**src/rtl/instruction_fetch_unit_if.sv**
```systemverilog
// Fetch-unit bus bundle: control inputs, ROM port, decode-side queue output.
// Handshake: the head entry transfers on a rising edge where out_valid && out_ready
// are both high; out_valid never depends on out_ready, and the head holds while
// out_valid=1 && out_ready=0.
interface instruction_fetch_unit_if #(
    parameter int DATA_WIDTH = 32
);
    logic                  fetch_enable;
    logic                  redirect_valid;
    logic [DATA_WIDTH-1:0] redirect_pc;
    logic [DATA_WIDTH-1:0] rom_address;
    logic [DATA_WIDTH-1:0] rom_instruction;
    logic                  out_valid;
    logic [DATA_WIDTH-1:0] out_instruction;
    logic [DATA_WIDTH-1:0] out_pc;
    logic                  out_ready;
    logic                  fault;
    logic [1:0]            state_dbg;

    // Fetch unit side
    modport master (
        input  fetch_enable, redirect_valid, redirect_pc, rom_instruction, out_ready,
        output rom_address, out_valid, out_instruction, out_pc, fault, state_dbg
    );

    // Environment side (ROM, decode, execute)
    modport slave (
        output fetch_enable, redirect_valid, redirect_pc, rom_instruction, out_ready,
        input  rom_address, out_valid, out_instruction, out_pc, fault, state_dbg
    );
endinterface

```
**src/rtl/instruction_fetch_unit.sv**
```systemverilog
// Instruction fetch unit: holds the fetch PC, addresses the combinational ROM and
// captures {pc, instruction} pairs into a 2-entry queue feeding decode.
// Redirects flush the queue; an illegal fetch PC parks the unit in FAULT.
module instruction_fetch_unit #(
    parameter int                    DATA_WIDTH   = 32,
    parameter int                    MEMORY_DEPTH = 32,
    parameter logic [DATA_WIDTH-1:0] RESET_PC     = '0
) (
    input logic                      clk,
    input logic                      reset,
    instruction_fetch_unit_if.master bus
);
    typedef enum logic [1:0] {
        IDLE  = 2'd0,
        RUN   = 2'd1,
        FAULT = 2'd2
    } state_t;

    localparam logic [DATA_WIDTH-3:0] DEPTH_WORDS = (DATA_WIDTH-2)'(MEMORY_DEPTH);

    state_t                state_q, state_d;
    logic [DATA_WIDTH-1:0] fetch_pc_q, fetch_pc_d;
    logic                  fault_q, fault_d;
    logic [DATA_WIDTH-1:0] q_pc_q [2];
    logic [DATA_WIDTH-1:0] q_pc_d [2];
    logic [DATA_WIDTH-1:0] q_instr_q [2];
    logic [DATA_WIDTH-1:0] q_instr_d [2];
    logic                  wr_ptr_q, wr_ptr_d;
    logic                  rd_ptr_q, rd_ptr_d;
    logic [1:0]            count_q, count_d;

    logic pc_legal, fetch_active, head_valid, pop, has_space, push, fault_hit;

    // Fetch qualification: legality, space (a same-cycle pop frees a slot), push/pop
    always_comb begin
        pc_legal     = (fetch_pc_q[1:0] == 2'b00) && (fetch_pc_q[DATA_WIDTH-1:2] < DEPTH_WORDS);
        fetch_active = bus.fetch_enable && (state_q != FAULT);
        head_valid   = (count_q != 2'd0);
        pop          = head_valid && bus.out_ready;
        has_space    = (count_q != 2'd2) || pop;
        push         = fetch_active && !bus.redirect_valid && pc_legal && has_space;
        fault_hit    = fetch_active && !bus.redirect_valid && !pc_legal;
    end

    // FSM next state, sticky fault and fetch PC; redirect overrides everything
    always_comb begin
        state_d    = state_q;
        fault_d    = fault_q;
        fetch_pc_d = fetch_pc_q;
        if (bus.redirect_valid) begin
            state_d    = bus.fetch_enable ? RUN : IDLE;
            fault_d    = 1'b0;
            fetch_pc_d = bus.redirect_pc;
        end else begin
            if (fault_hit) begin
                state_d = FAULT;
                fault_d = 1'b1;
            end else begin
                case (state_q)
                    IDLE:    if (bus.fetch_enable) state_d = RUN;
                    RUN:     if (!bus.fetch_enable) state_d = IDLE;
                    default: state_d = state_q;
                endcase
            end
            if (push) fetch_pc_d = fetch_pc_q + DATA_WIDTH'(4);
        end
    end

    // Circular queue update; a redirect drops all entries including a same-cycle pop
    always_comb begin
        q_pc_d    = q_pc_q;
        q_instr_d = q_instr_q;
        wr_ptr_d  = wr_ptr_q;
        rd_ptr_d  = rd_ptr_q;
        count_d   = count_q;
        if (bus.redirect_valid) begin
            wr_ptr_d = 1'b0;
            rd_ptr_d = 1'b0;
            count_d  = 2'd0;
        end else begin
            if (push) begin
                q_pc_d[wr_ptr_q]    = fetch_pc_q;
                q_instr_d[wr_ptr_q] = bus.rom_instruction;
                wr_ptr_d            = ~wr_ptr_q;
            end
            if (pop) rd_ptr_d = ~rd_ptr_q;
            case ({push, pop})
                2'b10:   count_d = count_q + 2'd1;
                2'b01:   count_d = count_q - 2'd1;
                default: count_d = count_q;
            endcase
        end
    end

    // State registers with asynchronous reset
    always_ff @(posedge clk or posedge reset) begin
        if (reset) begin
            state_q    <= IDLE;
            fetch_pc_q <= RESET_PC;
            fault_q    <= 1'b0;
            q_pc_q     <= '{default: '0};
            q_instr_q  <= '{default: '0};
            wr_ptr_q   <= 1'b0;
            rd_ptr_q   <= 1'b0;
            count_q    <= 2'd0;
        end else begin
            state_q    <= state_d;
            fetch_pc_q <= fetch_pc_d;
            fault_q    <= fault_d;
            q_pc_q     <= q_pc_d;
            q_instr_q  <= q_instr_d;
            wr_ptr_q   <= wr_ptr_d;
            rd_ptr_q   <= rd_ptr_d;
            count_q    <= count_d;
        end
    end

    assign bus.rom_address     = fetch_pc_q;
    assign bus.out_valid       = head_valid;
    assign bus.out_instruction = head_valid ? q_instr_q[rd_ptr_q] : '0;
    assign bus.out_pc          = head_valid ? q_pc_q[rd_ptr_q] : '0;
    assign bus.fault           = fault_q;
    assign bus.state_dbg       = state_q;
endmodule

```
**src/flat_wrapper.sv**
```systemverilog
// flat-port wrapper written by rule: the top's interface ports become plain ports
module instruction_fetch_unit_flat 
#(
    parameter int                    DATA_WIDTH   = 32,
    parameter int                    MEMORY_DEPTH = 32,
    parameter logic [DATA_WIDTH-1:0] RESET_PC     = '0
)
  (clk, reset, bus_fetch_enable, bus_redirect_valid, bus_redirect_pc, bus_rom_instruction, bus_out_ready, bus_rom_address, bus_out_valid, bus_out_instruction, bus_out_pc, bus_fault, bus_state_dbg);
  instruction_fetch_unit_if #(.DATA_WIDTH(DATA_WIDTH)) bus_i ();
  input logic clk;
  input logic reset;
  input wire logic [$bits(bus_i.fetch_enable)-1:0] bus_fetch_enable;
  input wire logic [$bits(bus_i.redirect_valid)-1:0] bus_redirect_valid;
  input wire logic [$bits(bus_i.redirect_pc)-1:0] bus_redirect_pc;
  input wire logic [$bits(bus_i.rom_instruction)-1:0] bus_rom_instruction;
  input wire logic [$bits(bus_i.out_ready)-1:0] bus_out_ready;
  output wire logic [$bits(bus_i.rom_address)-1:0] bus_rom_address;
  output wire logic [$bits(bus_i.out_valid)-1:0] bus_out_valid;
  output wire logic [$bits(bus_i.out_instruction)-1:0] bus_out_instruction;
  output wire logic [$bits(bus_i.out_pc)-1:0] bus_out_pc;
  output wire logic [$bits(bus_i.fault)-1:0] bus_fault;
  output wire logic [$bits(bus_i.state_dbg)-1:0] bus_state_dbg;
  assign bus_i.fetch_enable = bus_fetch_enable;
  assign bus_i.redirect_valid = bus_redirect_valid;
  assign bus_i.redirect_pc = bus_redirect_pc;
  assign bus_i.rom_instruction = bus_rom_instruction;
  assign bus_i.out_ready = bus_out_ready;
  assign bus_rom_address = bus_i.rom_address;
  assign bus_out_valid = bus_i.out_valid;
  assign bus_out_instruction = bus_i.out_instruction;
  assign bus_out_pc = bus_i.out_pc;
  assign bus_fault = bus_i.fault;
  assign bus_state_dbg = bus_i.state_dbg;
  instruction_fetch_unit #(.DATA_WIDTH(DATA_WIDTH), .MEMORY_DEPTH(MEMORY_DEPTH), .RESET_PC(RESET_PC)) u_core (.clk(clk), .reset(reset), .bus(bus_i));
endmodule
```
**config.mk**
```make
export PLATFORM = sky130hd
export DESIGN_NAME = instruction_fetch_unit_flat
export DESIGN_NICKNAME = d
export VERILOG_FILES = /design/src/rtl/instruction_fetch_unit_if.sv /design/src/rtl/instruction_fetch_unit.sv /design/src/flat_wrapper.sv
export SDC_FILE = /design/constraint.sdc
export NUM_CORES = 1
export LEC_CHECK = 0
export ABC_AREA = 1
export BUFFER_PORTS_ARGS = -buffer_cell sky130_fd_sc_hd__buf_2
export CORE_MARGIN = 1.5
export CORE_UTILIZATION = 54
export DETAILED_ROUTE_END_ITERATION = 8
export PLACE_DENSITY = 0.8
export SETUP_SLACK_MARGIN = 0.2
export SLEW_MARGIN = 20
export SYNTH_ARGS = -nofsm -noshare
export SYNTH_HDL_FRONTEND = slang
export SYNTH_SLANG_ARGS = --single-unit
```
**constraint.sdc**
```tcl
create_clock -name clk -period 5.7 [get_ports clk]
set_input_delay 0.57 -clock clk [delete_from_list [all_inputs] [get_ports clk]]
set_output_delay 0.57 -clock clk [all_outputs]
set_load 0.01 [all_outputs]
```
==> results.json <==
{
  "status": "finished clean",
  "end_kind": "register",
  "routed_wl_um": 16650,
  "drt_pass1_iterations": 5,
  "post_drt_wl_per_cell_um": 13.63,
  "drive_gt1_share_pct": 25.07,
  "period_minus_slack_ps": 2867,
  "critPathArrivalTime_ps": 3220,
  "tightestPinTransition_ps": 885.5,
  "clk_latency_ps": 420,
  "synthFlopType": "dfrtp_1",
  "core_area_um2": 13400,
  "synth.top_cells.by_count": "nand2_1 (333), dfrtp_1 (167), inv_1 (101), a21oi_1 (65), nor2_1 (56)",
  "tritoncts": "yes",
  "die_width_um": 120.7,
  "fmax_mhz": 348.7,
  "timing.rr.start": "u_core.count_q[0]$_DFFE_PP0P_",
  "cts-root-buf": "clkbuf_16",
  "seqPwrFrac_pct": 45.9,
  "swShare_pct": 27.87,
  "cts_made_buffers": 17,
  "synth.most_common_cell": "nand2_1",
  "grt_usage_pct": 24.01,
  "critPathKind": "primary input to register",
  "synth_area_um2": 7475,
  "clk_pin_slew_ps": 60,
  "grt_pass1_wl_um": 27480,
  "cts_hold_buf": 0,
  "synth.top_cell.area_share_pct": 55.91,
  "ff2ff_path_depth": 8,
  "first_iter_violations": 559,
  "ys_top_cells_by_area": "dfrtp_1 (56%), nand2_1 (17%), o21ai_2 (5.2%)",
  "hold_ws_ps": 340.8,
  "cts_resized": 0,
  "dp_hpwl_um": 10170,
  "critPathRequiredTime_ps": 6050,
  "clock-skew-final_ps": 5.629,
  "grt_max_degree": 103,
  "period_share_pct": 50.31,
  "ir_drop_mv": 0.2056,
  "syn_area_per_cell_um2": 8.408,
  "ys.warnings.count": 0,
  "cp-startpoint": "bus_redirect_valid",
  "async_flop_share_pct": 100.0,
  "htreeDepth": 4,
  "row_count": 42,
  "initial_core_util_pct": 55.78,
  "power_leakage_nw": 4.900,
  "p_int_mw": 1.969,
  "synth_edf_count": 0,
  "antenna_found_initial": 0,
  "clkSinkCount": 167,
  "nets": 1102,
  "pwr-share-clk_pct": 41.2,
  "rsz0062_at_grt": "no",
  "syn_nets": 959,
  "ioPinCount": 169,
  "vias_per_cell": 5.017,
  "pwr-share-comb_pct": 12.9,
  "ys_ff_latch": 167,
  "syn_inst": 889,
  "grt_pass1_vias": 5731,
  "report.final.slew_viol_count": 0,
  "fp.dieH_um": 120.7,
  "cellPowerDensity_nw_per_um2": 307.9,
  "relSlewSlack_pct": 40.97,
  "netlist.top_cell.by_area": "dfrtp_1",
  "clk_path_buf_depth": 2,
  "synth_cell_types": 25,
  "floorplan.die_area_um2": 14560,
  "fin_tns_setup_ps": 0,
  "timing.final.hold_violations": 0,
  "place.gp.congestion": 0.7891,
  "antenna_cells": 0,
  "vias": 6126,
  "area_delta_synth_final_pct": 18.63,
  "portBuffers": 168,
  "antenna_left": 0,
  "p_switching_mw": 0.7611,
  "hold_path.class": "primary input to asynchronous set/reset pin",
  "drv_cap": 0,
  "setup_violations": 0,
  "grt.overflow.total": 0,
  "drc": 0,
  "crit_path_max_fanout": 72,
  "post_cts_buffers": 0,
  "ys_seq_area_share_pct": 55.91,
  "setup.worst_path.start_class": "primary input"
}
-- area by class of cell --
cell class | instances | area (um2)
Sequential cell | 167 | 4180
Clock buffer | 20 | 456.7
Clock inverter | 12 | 127.6
Inverter | 103 | 392.9
Multi-Input combinational cell | 569 | 2604
Tap cell | 176 | 220.2
Timing Repair Buffer | 174 | 885.9
Fill cell | 1142 | 4533
-- final timing paths --
kind / end / slack, ps
max: u_core.q_instr_q[5]$_DFFE_PP0P_ / 2830
min: u_core.q_instr_q[58]$_DFFE_PP0P_ / 340
max reg2reg: u_core.q_instr_q[5]$_DFFE_PP0P_ / 3180
min reg2reg: u_core.q_pc_q[60]$_DFFE_PP0P_ / 470
max in group asynchronous: u_core.q_pc_q[23]$_DFFE_PP0P_ / 3980
min in group clk: u_core.bus.rom_address[11]$_DFFE_PP0P_ / 340
-- power groups by stage --
stage                     logic, mW  registers (mW)  clock network, mW
after global routing          0.391            1.26               1.19
after global placement        0.353            1.27                  0
after CTS                     0.355            1.25               1.14
after detailed placement      0.354            1.27                  0
final                         0.353            1.25               1.12
after floorplan               0.217            1.28                  0
-- cell usage in the layout, fill, tap and decap left out, types with 3 or more instances in the layout --
cell type	count
inv_1	99
buf_4	6
o21ai_1	30
a21oi_1	65
clkbuf_16	17
o21ai_0	11
clkinv_2	5
nand2_1	333
nand3_1	8
nor2_1	55
xnor2_1	3
nor3_1	3
clkinvlp_4	4
o21ai_2	44
dfrtp_1	166
buf_2	168
-- cell families (layout without fill, tap and decap cells) --
kind of cell / Yosys count / in the layout / share of synthesized area [%]
xor+xnor: 5 / 5 / 0.5860
fa+ha+maj: 1 / 1 / 0.1674
flops: 167 / 167 / 55.91
compound gates: 153 / 153 / 12.55
simple gates: 410 / 410 / 21.17
buf+inv: 153 / 309 / 9.608
-- worst max-delay path, cell delays in order --
cell and delay (ps):
buf_2 70, buf_4 340, inv_2 330, nand3_1 210, nor2_1 80, nand2_2 120
clkinv_2 140, nand2_4 620, buf_4 480, nand2_1 120, o21ai_2 70
-- per-stage QoR --
step                area (um2)  worst slack (ps)  power [mW]  std cells  utilization [%]
floorplan                 7475             611.6       1.494        889                -
global placement          8274              2532       1.624       1189            61.75
detailed placement        8274              2472       1.627       1189            61.75
CTS                       8859              2881       2.750       1221            66.11
global route              8867              2556       2.841       1221            66.17
finish                    8867              2833       2.730       1221            66.17
-- metal layers --
metal | GRT usage (%) | share of wire [%] | vias to the layer above
li1 | - | - | 3018
met1 | 33.95 | 46 | 2894
met2 | 37.25 | 47 | 197
met3 | 5.472 | 5.7 | 17
met4 | 7.353 | 1.3 | 0
met5 | 0 | 0 | -
-- sequential cells by signal (all words and copies together), names as in the netlist --
name	count
u_core.bus.fault	1
u_core.bus.rom_address	32
u_core.bus.state_dbg	2
u_core.count_q	2
u_core.q_instr_q	64
u_core.q_pc_q	64
u_core.rd_ptr_q	1
u_core.wr_ptr_q	1
Power figures use the tool's default switching activity.
